===== config.mk =====
export PLATFORM = sky130hd
export DESIGN_NAME = gelato_warp_scheduler
export DESIGN_NICKNAME = d
export VERILOG_FILES = /design/src/rtl/gelato_pkg.sv /design/src/rtl/gelato_rr_arbiter.sv /design/src/rtl/gelato_warp_scheduler.sv
export SDC_FILE = /design/constraint.sdc
export NUM_CORES = 1
export LEC_CHECK = 0
export ABC_CLOCK_PERIOD_IN_PS = 5000
export BUFFER_PORTS_ARGS = -buffer_cell sky130_fd_sc_hd__buf_4
export CELL_PAD_IN_SITES_DETAIL_PLACEMENT = 2
export CELL_PAD_IN_SITES_GLOBAL_PLACEMENT = 2
export CORE_MARGIN = 2
export CORE_UTILIZATION = 28
export DETAILED_ROUTE_END_ITERATION = 12
export GPL_ROUTABILITY_DRIVEN = 1
export GPL_TIMING_DRIVEN = 1
export PLACE_DENSITY_LB_ADDON = 0.3
export SETUP_SLACK_MARGIN = 0.1
export SYNTH_ARGS = -nofsm -noshare
export SYNTH_HDL_FRONTEND = slang
export SYNTH_HIERARCHICAL = 1
export SYNTH_SLANG_ARGS = --single-unit

===== constraint.sdc =====
create_clock -name clk -period 5 [get_ports clk]
set_input_delay 1.25 -clock clk [delete_from_list [all_inputs] [get_ports clk]]
set_output_delay 1.25 -clock clk [all_outputs]
set_load 0.02 [all_outputs]

===== src/rtl/gelato_pkg.sv =====
// Shared types for the gelato warp scheduler slice.
// Holds the instruction word layout, default warp count and warp id type.
// No logic; imported by every scheduler file.
package gelato_pkg;

  localparam int WARP_NUM_DEF = 4;
  localparam int WARP_ID_W    = $clog2(WARP_NUM_DEF);

  typedef logic [WARP_ID_W-1:0] warp_id_t;

  typedef struct packed {
    logic [7:0]  opcode;
    logic [23:0] operand;
  } inst_t;

endpackage


===== src/rtl/gelato_rr_arbiter.sv =====
// Round-robin picker: first set request scanning upward from ptr, with wrap.
// Purely combinational, zero latency.
// No backpressure of its own; the caller qualifies the grant.
module gelato_rr_arbiter #(
  parameter int N = 4,
  parameter int W = $clog2(N)
) (
  input  logic [N-1:0] req_i,
  input  logic [W-1:0] ptr_i,
  output logic [N-1:0] gnt_o,
  output logic [W-1:0] gnt_idx_o
);

  logic [W-1:0] cand;
  logic         found;

  // Walk the N candidates starting at ptr; N is a power of two so the index wraps for free.
  always_comb begin
    gnt_o     = '0;
    gnt_idx_o = '0;
    found     = 1'b0;
    cand      = '0;
    for (int i = 0; i < N; i++) begin
      cand = ptr_i + W'(i);
      if (!found && req_i[cand]) begin
        found      = 1'b1;
        gnt_o[cand] = 1'b1;
        gnt_idx_o  = cand;
      end
    end
  end

endmodule


===== src/rtl/gelato_warp_scheduler.sv =====
// Per-SM warp scheduler: round-robin pick of an eligible warp, barrier parking, one issue slot.
// Latency: buffer head to issue_valid is 1 cycle; back-to-back issue when dispatch keeps ready high.
// Backpressure: issue_ready low with a full slot blocks new grants; rdy low freezes everything.
module gelato_warp_scheduler
  import gelato_pkg::*;
#(
  parameter int WARP_NUM = WARP_NUM_DEF,
  parameter int WARP_W   = $clog2(WARP_NUM),
  parameter int CNT_W    = 32
) (
  input  logic                       clk,
  input  logic                       rst_n,
  input  logic                       rdy,
  input  logic [WARP_NUM-1:0]        buf_valid,
  input  inst_t [WARP_NUM-1:0]       buf_inst,
  input  logic [WARP_NUM-1:0]        buf_is_bar,
  output logic [WARP_NUM-1:0]        buf_caught,
  input  logic [WARP_NUM-1:0]        warp_active,
  input  logic [WARP_NUM-1:0]        warp_stall,
  output logic                       issue_valid,
  input  logic                       issue_ready,
  output logic [WARP_W-1:0]          issue_warp,
  output inst_t                      issue_inst,
  output logic                       bar_release,
  output logic [CNT_W-1:0]           issued_cnt
);

  logic                issue_valid_q, issue_valid_d;
  logic [WARP_W-1:0]   issue_warp_q,  issue_warp_d;
  inst_t               issue_inst_q,  issue_inst_d;
  logic                bar_release_q, bar_release_d;
  logic [CNT_W-1:0]    issued_cnt_q,  issued_cnt_d;
  logic [WARP_NUM-1:0] bar_wait_q,    bar_wait_d;
  logic [WARP_W-1:0]   rr_ptr_q,      rr_ptr_d;

  logic [WARP_NUM-1:0] elig;
  logic [WARP_NUM-1:0] arb_gnt;
  logic [WARP_W-1:0]   arb_idx;
  logic [WARP_NUM-1:0] bar_active;
  logic                slot_free;
  logic                xfer;
  logic                grant_en;
  logic                grant_bar;
  logic                release_cond;

  assign elig       = warp_active & buf_valid & ~warp_stall & ~bar_wait_q;
  assign slot_free  = ~issue_valid_q | issue_ready;
  assign xfer       = issue_valid_q & issue_ready;
  // Reset is folded in so the pop pulse can never leak out while the slot is being cleared.
  assign grant_en   = rst_n & rdy & slot_free & (|elig);
  assign grant_bar  = buf_is_bar[arb_idx];
  assign buf_caught = grant_en ? arb_gnt : '0;

  // Exited warps drop out of the barrier; release once every remaining active warp is parked.
  assign bar_active   = bar_wait_q & warp_active;
  assign release_cond = (|warp_active) && (bar_active == warp_active);

  gelato_rr_arbiter #(
    .N (WARP_NUM),
    .W (WARP_W)
  ) u_arb (
    .req_i     (elig),
    .ptr_i     (rr_ptr_q),
    .gnt_o     (arb_gnt),
    .gnt_idx_o (arb_idx)
  );

  // Next-state: slot load/drain, pointer advance, barrier bookkeeping and counter; all held when rdy is low.
  always_comb begin
    issue_valid_d = issue_valid_q;
    issue_warp_d  = issue_warp_q;
    issue_inst_d  = issue_inst_q;
    bar_release_d = bar_release_q;
    issued_cnt_d  = issued_cnt_q;
    bar_wait_d    = bar_wait_q;
    rr_ptr_d      = rr_ptr_q;
    if (rdy) begin
      if (xfer) begin
        issued_cnt_d = issued_cnt_q + CNT_W'(1);
      end
      if (grant_en && !grant_bar) begin
        issue_valid_d = 1'b1;
        issue_warp_d  = arb_idx;
        issue_inst_d  = buf_inst[arb_idx];
      end else if (slot_free) begin
        issue_valid_d = 1'b0;
      end
      if (grant_en) begin
        rr_ptr_d = arb_idx + WARP_W'(1);
      end
      bar_release_d = release_cond;
      if (release_cond) begin
        bar_wait_d = '0;
      end else begin
        bar_wait_d = bar_active | ((grant_en && grant_bar) ? arb_gnt : '0);
      end
    end
  end

  // State registers with asynchronous clear of slot, barrier state, pointer and counter.
  always_ff @(posedge clk or negedge rst_n) begin
    if (!rst_n) begin
      issue_valid_q <= 1'b0;
      issue_warp_q  <= '0;
      issue_inst_q  <= '0;
      bar_release_q <= 1'b0;
      issued_cnt_q  <= '0;
      bar_wait_q    <= '0;
      rr_ptr_q      <= '0;
    end else begin
      issue_valid_q <= issue_valid_d;
      issue_warp_q  <= issue_warp_d;
      issue_inst_q  <= issue_inst_d;
      bar_release_q <= bar_release_d;
      issued_cnt_q  <= issued_cnt_d;
      bar_wait_q    <= bar_wait_d;
      rr_ptr_q      <= rr_ptr_d;
    end
  end

  assign issue_valid = issue_valid_q;
  assign issue_warp  = issue_warp_q;
  assign issue_inst  = issue_inst_q;
  assign bar_release = bar_release_q;
  assign issued_cnt  = issued_cnt_q;

endmodule


==> flow_summary.json <==
{
  "r2r_cells": 10,
  "start_util": 0.2851,
  "ys_ff_latch": 74,
  "crit_path_end_kind": "output port",
  "clkPwrFrac": 0.202,
  "syn-num-nets": 509,
  "crit_family": "simple AND/OR/NAND/NOR gates",
  "power_frac_comb": 0.508,
  "cp_common_cell": "buf_4",
  "wire_per_inst_um": 20.12,
  "io_buffers": 219,
  "synthCells": 355,
  "p_sw_frac": 0.3716,
  "cts_hold_buf": 0,
  "hold_violations": 0,
  "core_mm2": 0.01577,
  "postSynthAreaPerCell_um2": 12.67,
  "mappedNetlistArea_mm2": 0.004497,
  "finalCritPeriodShare": 0.8954,
  "wl_um": 15910,
  "synth_area_leaders": "dfrtp_1 (41%), mux4_2 (18%), mux2_2 (9.0%)",
  "post-route-util": 0.4205,
  "grt_usage": 0.1879,
  "p_leak_nw": 3.004,
  "firstDrtPassIters": 4,
  "finalSetupViolCount": 0,
  "cp_num_buf_inv": 2,
  "endpoint": "buf_caught[2]",
  "slew_headroom": 0.2353,
  "powerDensity_mw_per_mm2": 469.8,
  "rows": 46,
  "ant_nets": 0,
  "hp-class": "reg2reg",
  "timing.critical_path.from": "warp_active[3]",
  "cap_violations": 0,
  "synth_warnings": 6,
  "r2r-start": "rr_ptr_q[0]",
  "start_kind": "input port",
  "hold_slack_ps": 475.4,
  "drive_gt1_frac": 0.5722,
  "fillers": 1670,
  "num_vias": 3860,
  "fmax_ghz": 0.2234,
  "ioPinCount": 220,
  "fin_ws_ps": 522.8,
  "path_clk_slew_ps": 60,
  "yosysTopAreaCell": "dfrtp_1",
  "dp_slack_ps": 457.9,
  "slowest_stage": "mux4_2",
  "fin_crit_ps": 4477,
  "vdd_ir_drop_max_uv": 232.0,
  "cts_buffers": 9,
  "layout.nets": 724,
  "drc": 0,
  "crit_required_ps": 3750,
  "diodes": 0,
  "area_growth_pct": 47.47,
  "gp_congestion": 0.7711,
  "yosysSeqAreaShare": 0.4118,
  "die_h_um": 130.7,
  "fp.dieW_um": 130.7,
  "cts-root-buf": "clkbuf_16",
  "drt_iter0_drc": 93,
  "worst_pin_slew_ps": 1137,
  "total_power_mw": 3.115,
  "r2r-end": "issue_inst[12]",
  "worstPathCellList": "buf_4, and4bb_2, mux4_2, or2_4, nor2b_4, a221o_2, and2_1, buf_4",
  "crit_type": "in2out",
  "grt_max_degree": 75,
  "die-area_mm2": 0.01709,
  "status": "completed",
  "p_sw_mw": 1.158,
  "cp.arrival_ps": 3230,
  "yosysTopAreaCellShare": 0.4118,
  "seqPwrFrac": 0.290,
  "rrSetupSlack_ps": 1040,
  "clock_path_buffers": 2,
  "skew_ps": 10.86,
  "cpPeakStageDelay_ps": 620,
  "grt_pass1_vias": 4430,
  "clkSinkCount": 74,
  "crit_fanout": 12,
  "hpwl_um": 12520,
  "insertion_delay_ps": 340,
  "final.setup.tns_ps": 0,
  "grt-ovfl-total": 0,
  "post_cts_buffers": 0,
  "rsz0062_at_grt": "false",
  "yosysUniqueCellTypes": 45,
  "cts_tree": "yes",
  "slew_viol_final": 0,
  "via_per_inst": 4.880,
  "grt_pass1_wl_um": 24290,
  "cp.depth": 8,
  "htree_num_levels": 3,
  "intPower_mw": 1.958,
  "antenna_found_initial": 0,
  "cts_resized": 0
}
==> metrics by stage <==
step / area (µm²) / std cells
6_report: 6631 / 791
5_1_grt: 6631 / 791
3_5_place_dp: 6342 / 775
2_1_floorplan: 4497 / 355
3_3_place_gp: 6342 / 775
4_1_cts: 6631 / 791
==> worst min path at each step <==
| stage | startpoint | endpoint | depth (start not counted) |
|---|---|---|---|
| detailed placement | issued_cnt[31] | issued_cnt[31] | 1 |
| floorplan | bar_wait_q[0] | bar_wait_q[0] | 1 |
| global route | issued_cnt[31] | issued_cnt[31] | 1 |
| global placement | issued_cnt[31] | issued_cnt[31] | 1 |
| finish | issued_cnt[31] | issued_cnt[31] | 1 |
| CTS | issued_cnt[31] | issued_cnt[31] | 1 |
==> synthesized netlist by cell type (all sizes together) <==
| master | n |
|---|---|
| a21o | 1 |
| nor3 | 4 |
| xnor2 | 30 |
| clkbuf | 9 |
| a22o | 5 |
| a221o | 4 |
| or2 | 3 |
| nand3 | 13 |
| and4bb | 4 |
| o211ai | 1 |
| a31oi | 2 |
| nor2 | 10 |
| and3b | 2 |
| a211oi | 1 |
| nor3b | 3 |
| o31a | 1 |
| nand2 | 22 |
| o21ai | 14 |
| inv | 9 |
| nor4 | 4 |
| mux2i | 2 |
| ha | 6 |
| and4 | 4 |
| mux4 | 36 |
| o31ai | 2 |
| a32o | 1 |
| dfrtp | 74 |
| nand4 | 16 |
| and2 | 7 |
| o21bai | 1 |
| or3 | 1 |
| nor2b | 5 |
| mux2 | 36 |
| a21oi | 1 |
| nand2b | 2 |
| buf | 11 |
| and3 | 6 |
| xor2 | 2 |
==> cell type report <==
| type | count | area (µm²) | area share |
|---|---|---|---|
| clock inverters | 5 | 36.28 | 0.005472 |
| repair buffers | 224 | 1682 | 0.2536 |
| flip-flops and latches | 74 | 1852 | 0.2792 |
| multi-input cells | 252 | 2505 | 0.3777 |
| well taps | 216 | 270.3 | 0.04075 |
| clock buffers | 11 | 252.7 | 0.03811 |
| inverters | 9 | 33.78 | 0.005094 |
==> state kept, by name, summed over array words and instances, names as in the netlist <==
name / cells
issued_cnt: 32
issue_valid: 1
rr_ptr_q: 2
issue_warp: 2
bar_wait_q: 4
issue_inst: 32
bar_release: 1
==> logic make-up (layout without fill, tap and decap cells) <==
| logic type | count (synthesis) | in the layout | synth area share |
|---|---|---|---|
| multiplexers | 74 | 74 | 0.2749 |
| XOR/XNOR | 32 | 32 | 0.06233 |
| flip-flops | 74 | 74 | 0.4118 |
| AO/OA/AOI/OAI | 34 | 34 | 0.05342 |
| AND/OR/NAND/NOR | 106 | 106 | 0.1461 |
| adder cells (fa/ha/maj) | 6 | 6 | 0.01669 |
| buffers and inverters | 29 | 249 | 0.03478 |
==> cells in the final DEF, fill, tap and decap left out, drive strengths merged, types with 2 or more instances in the layout <==
master    synthesis  routed
a221o             4       4
a22o              5       5
a31oi             2       2
and2              7       7
and3              6       6
and3b             2       2
and4              4       4
and4bb            4       4
buf              11     224
clkbuf            9      11
clkinvlp          0       3
dfrtp            74      74
ha                6       6
inv               9      10
mux2             36      36
mux2i             2       2
mux4             36      36
nand2            22      22
nand2b            2       2
nand3            13      13
nand4            16      16
nor2             10      10
nor2b             5       5
nor3              4       4
nor3b             3       3
nor4              4       4
o21ai            14      14
o31ai             2       2
or2               3       3
xnor2            30      30
xor2              2       2
==> layer usage <==
metal	global-route usage	wire [µm]	up-vias
met2	0.3539	8726	139
li1	-	-	1771
met3	0.05212	1027	11
met5	0	0	-
met4	0.04506	142	0
met1	0.2096	6014	1939
==> power by group through the flow <==
| stage | Sequential, mW | Combinational, mW | Clock [mW] |
|---|---|---|---|
| 2_1_floorplan | 1.05 | 0.896 | 0 |
| 3_3_place_gp | 0.905 | 1.57 | 0 |
| 3_5_place_dp | 0.918 | 1.61 | 0 |
| 4_1_cts | 0.908 | 1.62 | 0.655 |
| 5_1_grt | 0.935 | 1.70 | 0.676 |
| 6_report | 0.904 | 1.58 | 0.628 |
Power figures use the tool's default switching activity.
